**src/rtl/seg7_scan_ctrl_if.sv**
```systemverilog
// Display-image load handshake between the counting logic (master)
// and the seg7 scan controller (slave).
interface seg7_scan_ctrl_if #(
    parameter int NUM_DIGITS = 4
);
    logic                    load_valid;
    logic                    load_ready;
    logic [4*NUM_DIGITS-1:0] load_data;
    logic [NUM_DIGITS-1:0]   load_dp;

    modport master (
        output load_valid,
        output load_data,
        output load_dp,
        input  load_ready
    );

    modport slave (
        input  load_valid,
        input  load_data,
        input  load_dp,
        output load_ready
    );
endinterface

```
**src/rtl/seg7_scan_ctrl.sv**
```systemverilog
// Multiplexed scan controller: double-buffered BCD image, blank gap plus
// dwell per digit, optional leading-zero suppression, one shared decoder.
module seg7_scan_ctrl #(
    parameter int          NUM_DIGITS   = 4,
    parameter logic [15:0] DWELL_CYCLES = 16'd10_000,
    parameter logic [15:0] BLANK_CYCLES = 16'd100
) (
    input  logic                  clk,
    input  logic                  reset,
    input  logic                  enable,
    input  logic                  lz_en,
    seg7_scan_ctrl_if.slave       load,
    output logic [3:0]            bcd,
    output logic                  blank,
    output logic                  dp,
    output logic [NUM_DIGITS-1:0] digit_sel,
    output logic                  frame_done
);
    localparam int unsigned   ND   = NUM_DIGITS;
    localparam int            IW   = $clog2(NUM_DIGITS);
    localparam logic [IW-1:0] LAST = IW'(NUM_DIGITS - 1);

    typedef enum logic [1:0] {IDLE, BLANK, SHOW} state_t;

    // With a zero-length gap every digit starts directly in SHOW.
    localparam state_t FIRST = (BLANK_CYCLES == 16'd0) ? SHOW : BLANK;

    state_t        state, nxt_state;
    logic [IW-1:0] idx, nxt_idx;
    logic [15:0]   cnt, nxt_cnt;
    logic          boundary;

    logic [4*ND-1:0] act_data, pend_data, act_data_nxt;
    logic [ND-1:0]   act_dp, pend_dp, act_dp_nxt;
    logic            pending, xfer;

    logic [ND-1:0]   sel_d;
    logic [3:0]      bcd_d;
    logic            blank_d, dp_d;
    logic [ND-1:0]   sup;
    logic            run;

    assign load.load_ready = !pending;

    // Transfer pending to active only at a frame boundary or while idle.
    assign xfer         = pending && (boundary || (state == IDLE));
    assign act_data_nxt = xfer ? pend_data : act_data;
    assign act_dp_nxt   = xfer ? pend_dp   : act_dp;

    always_ff @(posedge clk) begin
        if (reset) begin
            state      <= IDLE;
            idx        <= '0;
            cnt        <= '0;
            digit_sel  <= '0;
            bcd        <= '0;
            blank      <= 1'b1;
            dp         <= 1'b0;
            frame_done <= 1'b0;
        end else begin
            state      <= nxt_state;
            idx        <= nxt_idx;
            cnt        <= nxt_cnt;
            digit_sel  <= sel_d;
            bcd        <= bcd_d;
            blank      <= blank_d;
            dp         <= dp_d;
            frame_done <= boundary;
        end
    end

    always_comb begin
        nxt_state = state;
        nxt_idx   = idx;
        nxt_cnt   = cnt + 16'd1;
        boundary  = 1'b0;
        if (!enable) begin
            nxt_state = IDLE;
            nxt_idx   = '0;
            nxt_cnt   = '0;
        end else begin
            case (state)
                IDLE: begin
                    nxt_state = FIRST;
                    nxt_idx   = '0;
                    nxt_cnt   = '0;
                end
                BLANK: begin
                    if (cnt == BLANK_CYCLES - 16'd1) begin
                        nxt_state = SHOW;
                        nxt_cnt   = '0;
                    end
                end
                SHOW: begin
                    if (cnt == DWELL_CYCLES - 16'd1) begin
                        nxt_state = FIRST;
                        nxt_cnt   = '0;
                        if (idx == LAST) begin
                            nxt_idx  = '0;
                            boundary = 1'b1;
                        end else begin
                            nxt_idx = idx + 1'b1;
                        end
                    end
                end
                default: begin
                    nxt_state = IDLE;
                    nxt_idx   = '0;
                    nxt_cnt   = '0;
                end
            endcase
        end
    end

    // Outputs are computed from the next state and next image so that they
    // register on the same edge as the state itself.
    always_comb begin
        run = 1'b1;
        sup = '0;
        for (int unsigned k = 0; k < ND - 1; k++) begin
            run              = run & (act_data_nxt[4*(ND-1-k) +: 4] == 4'd0);
            sup[ND-1-k]      = run;
        end
        sel_d   = '0;
        bcd_d   = '0;
        blank_d = 1'b1;
        dp_d    = 1'b0;
        if (nxt_state == SHOW) begin
            sel_d[nxt_idx] = 1'b1;
            bcd_d          = act_data_nxt[{nxt_idx, 2'b00} +: 4];
            dp_d           = act_dp_nxt[nxt_idx];
            blank_d        = lz_en & sup[nxt_idx];
        end
    end

    always_ff @(posedge clk) begin
        if (reset) begin
            act_data  <= '0;
            act_dp    <= '0;
            pend_data <= '0;
            pend_dp   <= '0;
            pending   <= 1'b0;
        end else if (xfer) begin
            act_data <= pend_data;
            act_dp   <= pend_dp;
            pending  <= 1'b0;
        end else if (load.load_valid && !pending) begin
            pend_data <= load.load_data;
            pend_dp   <= load.load_dp;
            pending   <= 1'b1;
        end
    end
endmodule

```
**src/flat_wrapper.sv**
```systemverilog
// flat-port wrapper written by rule: the top's interface ports become plain ports
module seg7_scan_ctrl_flat 
#(
    parameter int          NUM_DIGITS   = 4,
    parameter logic [15:0] DWELL_CYCLES = 16'd10_000,
    parameter logic [15:0] BLANK_CYCLES = 16'd100
)
  (clk, reset, enable, lz_en, bcd, blank, dp, digit_sel, frame_done, load_load_valid, load_load_data, load_load_dp, load_load_ready);
  seg7_scan_ctrl_if #(.NUM_DIGITS(NUM_DIGITS)) load_i ();
  input  logic clk;
  input  logic reset;
  input  logic enable;
  input  logic lz_en;
  output logic [3:0] bcd;
  output logic blank;
  output logic dp;
  output logic [NUM_DIGITS-1:0] digit_sel;
  output logic frame_done;
  input wire logic [$bits(load_i.load_valid)-1:0] load_load_valid;
  input wire logic [$bits(load_i.load_data)-1:0] load_load_data;
  input wire logic [$bits(load_i.load_dp)-1:0] load_load_dp;
  output wire logic [$bits(load_i.load_ready)-1:0] load_load_ready;
  assign load_i.load_valid = load_load_valid;
  assign load_i.load_data = load_load_data;
  assign load_i.load_dp = load_load_dp;
  assign load_load_ready = load_i.load_ready;
  seg7_scan_ctrl #(.NUM_DIGITS(NUM_DIGITS), .DWELL_CYCLES(DWELL_CYCLES), .BLANK_CYCLES(BLANK_CYCLES)) u_core (.clk(clk), .reset(reset), .enable(enable), .lz_en(lz_en), .load(load_i), .bcd(bcd), .blank(blank), .dp(dp), .digit_sel(digit_sel), .frame_done(frame_done));
endmodule
```
**config.mk**
```make
export PLATFORM = sky130hd
export DESIGN_NAME = seg7_scan_ctrl_flat
export DESIGN_NICKNAME = d
export VERILOG_FILES = /design/src/rtl/seg7_scan_ctrl_if.sv /design/src/rtl/seg7_scan_ctrl.sv /design/src/flat_wrapper.sv
export SDC_FILE = /design/constraint.sdc
export NUM_CORES = 1
export LEC_CHECK = 0
export CORE_MARGIN = 10
export CORE_UTILIZATION = 40
export DETAILED_ROUTE_END_ITERATION = 8
export DONT_BUFFER_PORTS = 1
export PLACE_DENSITY_LB_ADDON = 0.1
export SLEW_MARGIN = 30
export SYNTH_ARGS = -nofsm -noshare
export SYNTH_HDL_FRONTEND = slang
export SYNTH_SLANG_ARGS = --single-unit
```
**constraint.sdc**
```tcl
create_clock -name clk -period 2.7 [get_ports clk]
set_clock_uncertainty 0.2 [all_clocks]
set_input_delay 0.54 -clock clk [delete_from_list [all_inputs] [get_ports clk]]
set_output_delay 0.54 -clock clk [all_outputs]
set_load 0.02 [all_outputs]
```
==> results.ini <==
[sta]
tightest_slew_ns=0.562
max_freq_mhz=400
slew_violations=0
post-route-period-util_pct=92.7
fin_ws_ns=0.198
slew_headroom_pct=62.4
hold_violations=0
rsz0062_at_grt=no
tns_ns=0
final-setup-viol-count=0
period_needed_ns=2.50

[finish]
layout-area-overhead-vs-synth_pct=8.32
layout-drive-gt1-share_pct=12.0
n_fill_cell=809
antennaDiodeCount=0
nets=402
fin_util_pct=44.9

[synthesis]
yosysTopAreaCellShare_pct=44.8
synth_nets=398
yosysTopAreaCell=dfxtp_1
synthCells=367
yosysUniqueCellTypes=44
synth_area_leaders=dfxtp_1, nand2_1, nor2_1
yosys_warnings=0
seq_area_frac_synth_pct=44.8
synth_area_um2=3220
syn_area_per_cell_um2=8.77
synth_ff_type=dfxtp_1
synth-edff-count=0
async_reset_ff_share_pct=0
ys_ff_latch=72

[drt]
vias=2516
wl_per_cell_um=16.6
wirelength_um=7930
remaining_drc_errors=0
first_pass_iters=4
drt-initial-drc-count=78
viasPerCell=5.26
ant_nets=0

[setup_path]
r2r_setup_slack_ns=0.20
max_stage_delay_ns=0.38
r2r_start=u_core.cnt[0]
critical_path_peak_fanout=6
reg2reg_to=u_core.bcd[0]
cp_cell_sequence=ha_1, and3_1, and4_2, mux2i_1, nand2_1, or2_2, a31oi_1
reg2regPathDepth=7
crit_slowest_cell=dfxtp_1
setup.worst_path.start_class=register
worstPathRequired_ns=2.78
critPathKind=register to register
cp_data_arrival_time_ns=2.58
end_kind=register

[worst_hold_path]
hold_depth=1
holdCritPathClass=primary input to register
min_from=reset
worstHoldEndpoint=u_core.act_data[7]

[run]
drv.max_cap_violation_count=0

[clocking]
cts_buffer_depth=2
clk_latency_ns=0.35
clockRootBuffer=clkbuf_8
clk_pin_slew_ns=0.08
clock_sinks=72
cts_buffers=9
htreeDepth=3
cts_tree=yes

[place]
io_buffers=0
post-dp-hpwl_um=5750
pre_cts_slack_ns=0.0904
routabilityCongestion=0.774

[power]
vdd_drop_max_v=0.000209
p_leak_uw=0.00123
powerDensity_nw_per_um2=584

[status]
outcome=complete, no violations

[global_routing]
antenna_found_initial=0
grt_pass1_vias=2530
overflow=0
grt_use_total_pct=13.8
grt_pass1_wl_um=12900
grt_max_degree=47

[floorplan]
dieArea_um2=12000
coreArea_um2=7770
fp-row-count=32
start_util_pct=41.4
die_x_um=110
ios=37
fp.dieH_um=110

## power by group
part | leakage [uW] | total [uW] | internal, uW | switching (uW)
sequential | 0.000584 | 1120 | 1100 | 26.6
clock | 0.0000772 | 749 | 330 | 419
combinational | 0.000564 | 164 | 70.6 | 93.6
total | 0.00123 | 2040 | 1500 | 539
## synthesized netlist by cell type, types with 2 or more instances
| master | n |
|---|---|
| nand4_1 | 5 |
| o22a_1 | 4 |
| nor4_1 | 6 |
| ha_1 | 6 |
| and3_1 | 11 |
| o21ai_0 | 6 |
| and4_1 | 4 |
| and2_1 | 3 |
| xor2_1 | 9 |
| nor2_1 | 41 |
| or4_1 | 2 |
| inv_1 | 6 |
| buf_1 | 3 |
| mux2_4 | 2 |
| a21oi_1 | 25 |
| mux2_2 | 9 |
| a21o_1 | 3 |
| nand3_1 | 22 |
| nor3_1 | 3 |
| nor2b_1 | 15 |
| nand2_1 | 57 |
| dfxtp_1 | 72 |
| mux2i_1 | 6 |
| a22oi_1 | 13 |
| clkbuf_1 | 8 |
| buf_6 | 4 |
| xnor2_1 | 5 |
## flip-flops by register name, summed over array words and instances (netlist names), 2 cells and up
register	count
u_core.act_data	16
u_core.act_dp	4
u_core.bcd	4
u_core.cnt	16
u_core.digit_sel	4
u_core.idx	2
u_core.pend_data	16
u_core.pend_dp	4
u_core.state	2
## stage by stage
step                area (um^2)  cells  total power (uW)  hold slack, ns
floorplan                  3220    367              1280           0.230
detailed placement         3300    460              1310           0.249
global route               3490    478              2130          0.0406
CTS                        3470    476              2070          0.0358
finish                     3490    478              2040          0.0546
global placement           3300    460              1310           0.239
## cell type report
| class | instances | area, um^2 | share of cell area [%] |
|---|---|---|---|
| Multi-Input combinational cell | 273 | 1660 | 47.5 |
| Inverter | 6 | 22.5 | 0.646 |
| Sequential cell | 72 | 1440 | 41.3 |
| Timing Repair Buffer | 9 | 67.6 | 1.94 |
| Tap cell | 102 | 128 | 3.66 |
| Clock buffer | 9 | 124 | 3.55 |
| Clock inverter | 7 | 48.8 | 1.40 |
## what timing repair did
item                                    CTS  global route
resized for setup                         0             2
hold buffers                              0             0
endpoints found under the setup margin    0             6
setup buffers                             0             2
## cells by family after synthesis
kind of cell | synth area share (%)
compound gates | 11.2
xor+xnor | 3.81
fa+ha+maj | 2.33
buf+inv | 4.00
flops | 44.8
mux | 5.95
simple gates | 28.0
## worst max-delay path, delay by kind of cell (launching register included)
family / cells / cell delay, ns
flops: 1 / 0.38
fa+ha+maj: 1 / 0.23
simple gates: 4 / 1.18
compound gates: 1 / 0.12
mux: 1 / 0.33
## per-layer routing
metal,vias up,track usage (%),part of all wire (%)
met4,0,5.86,1.7
met2,46,21.5,45
met5,-,0,0
met1,1176,17.9,50
met3,12,3.22,3.7
li1,1282,-,-
## placed cells by master, fill, tap and decap left out, types with 9 or more instances in the layout
master / instances
dfxtp_1: 72
nand2_1: 57
nor2_1: 41
a21oi_1: 25
nand3_1: 22
nor2b_1: 14
a22oi_1: 13
and3_1: 11
xor2_1: 9
mux2_2: 9
clkbuf_8: 9
buf_4: 9
## worst max-delay path by stage
stage                     slack [ns]            start  depth (start not counted)             to
final                           0.20    u_core.cnt[0]                          7  u_core.bcd[0]
after global routing            0.04    u_core.cnt[0]                          7  u_core.bcd[0]
after CTS                       0.11    u_core.cnt[0]                          7  u_core.bcd[1]
after detailed placement        0.09    u_core.cnt[0]                          7   u_core.blank
after global placement          0.21    u_core.cnt[0]                          7      u_core.dp
after floorplan                 0.25  u_core.state[0]                         11      u_core.dp
No activity file was read; power rests on OpenSTA's default activity.
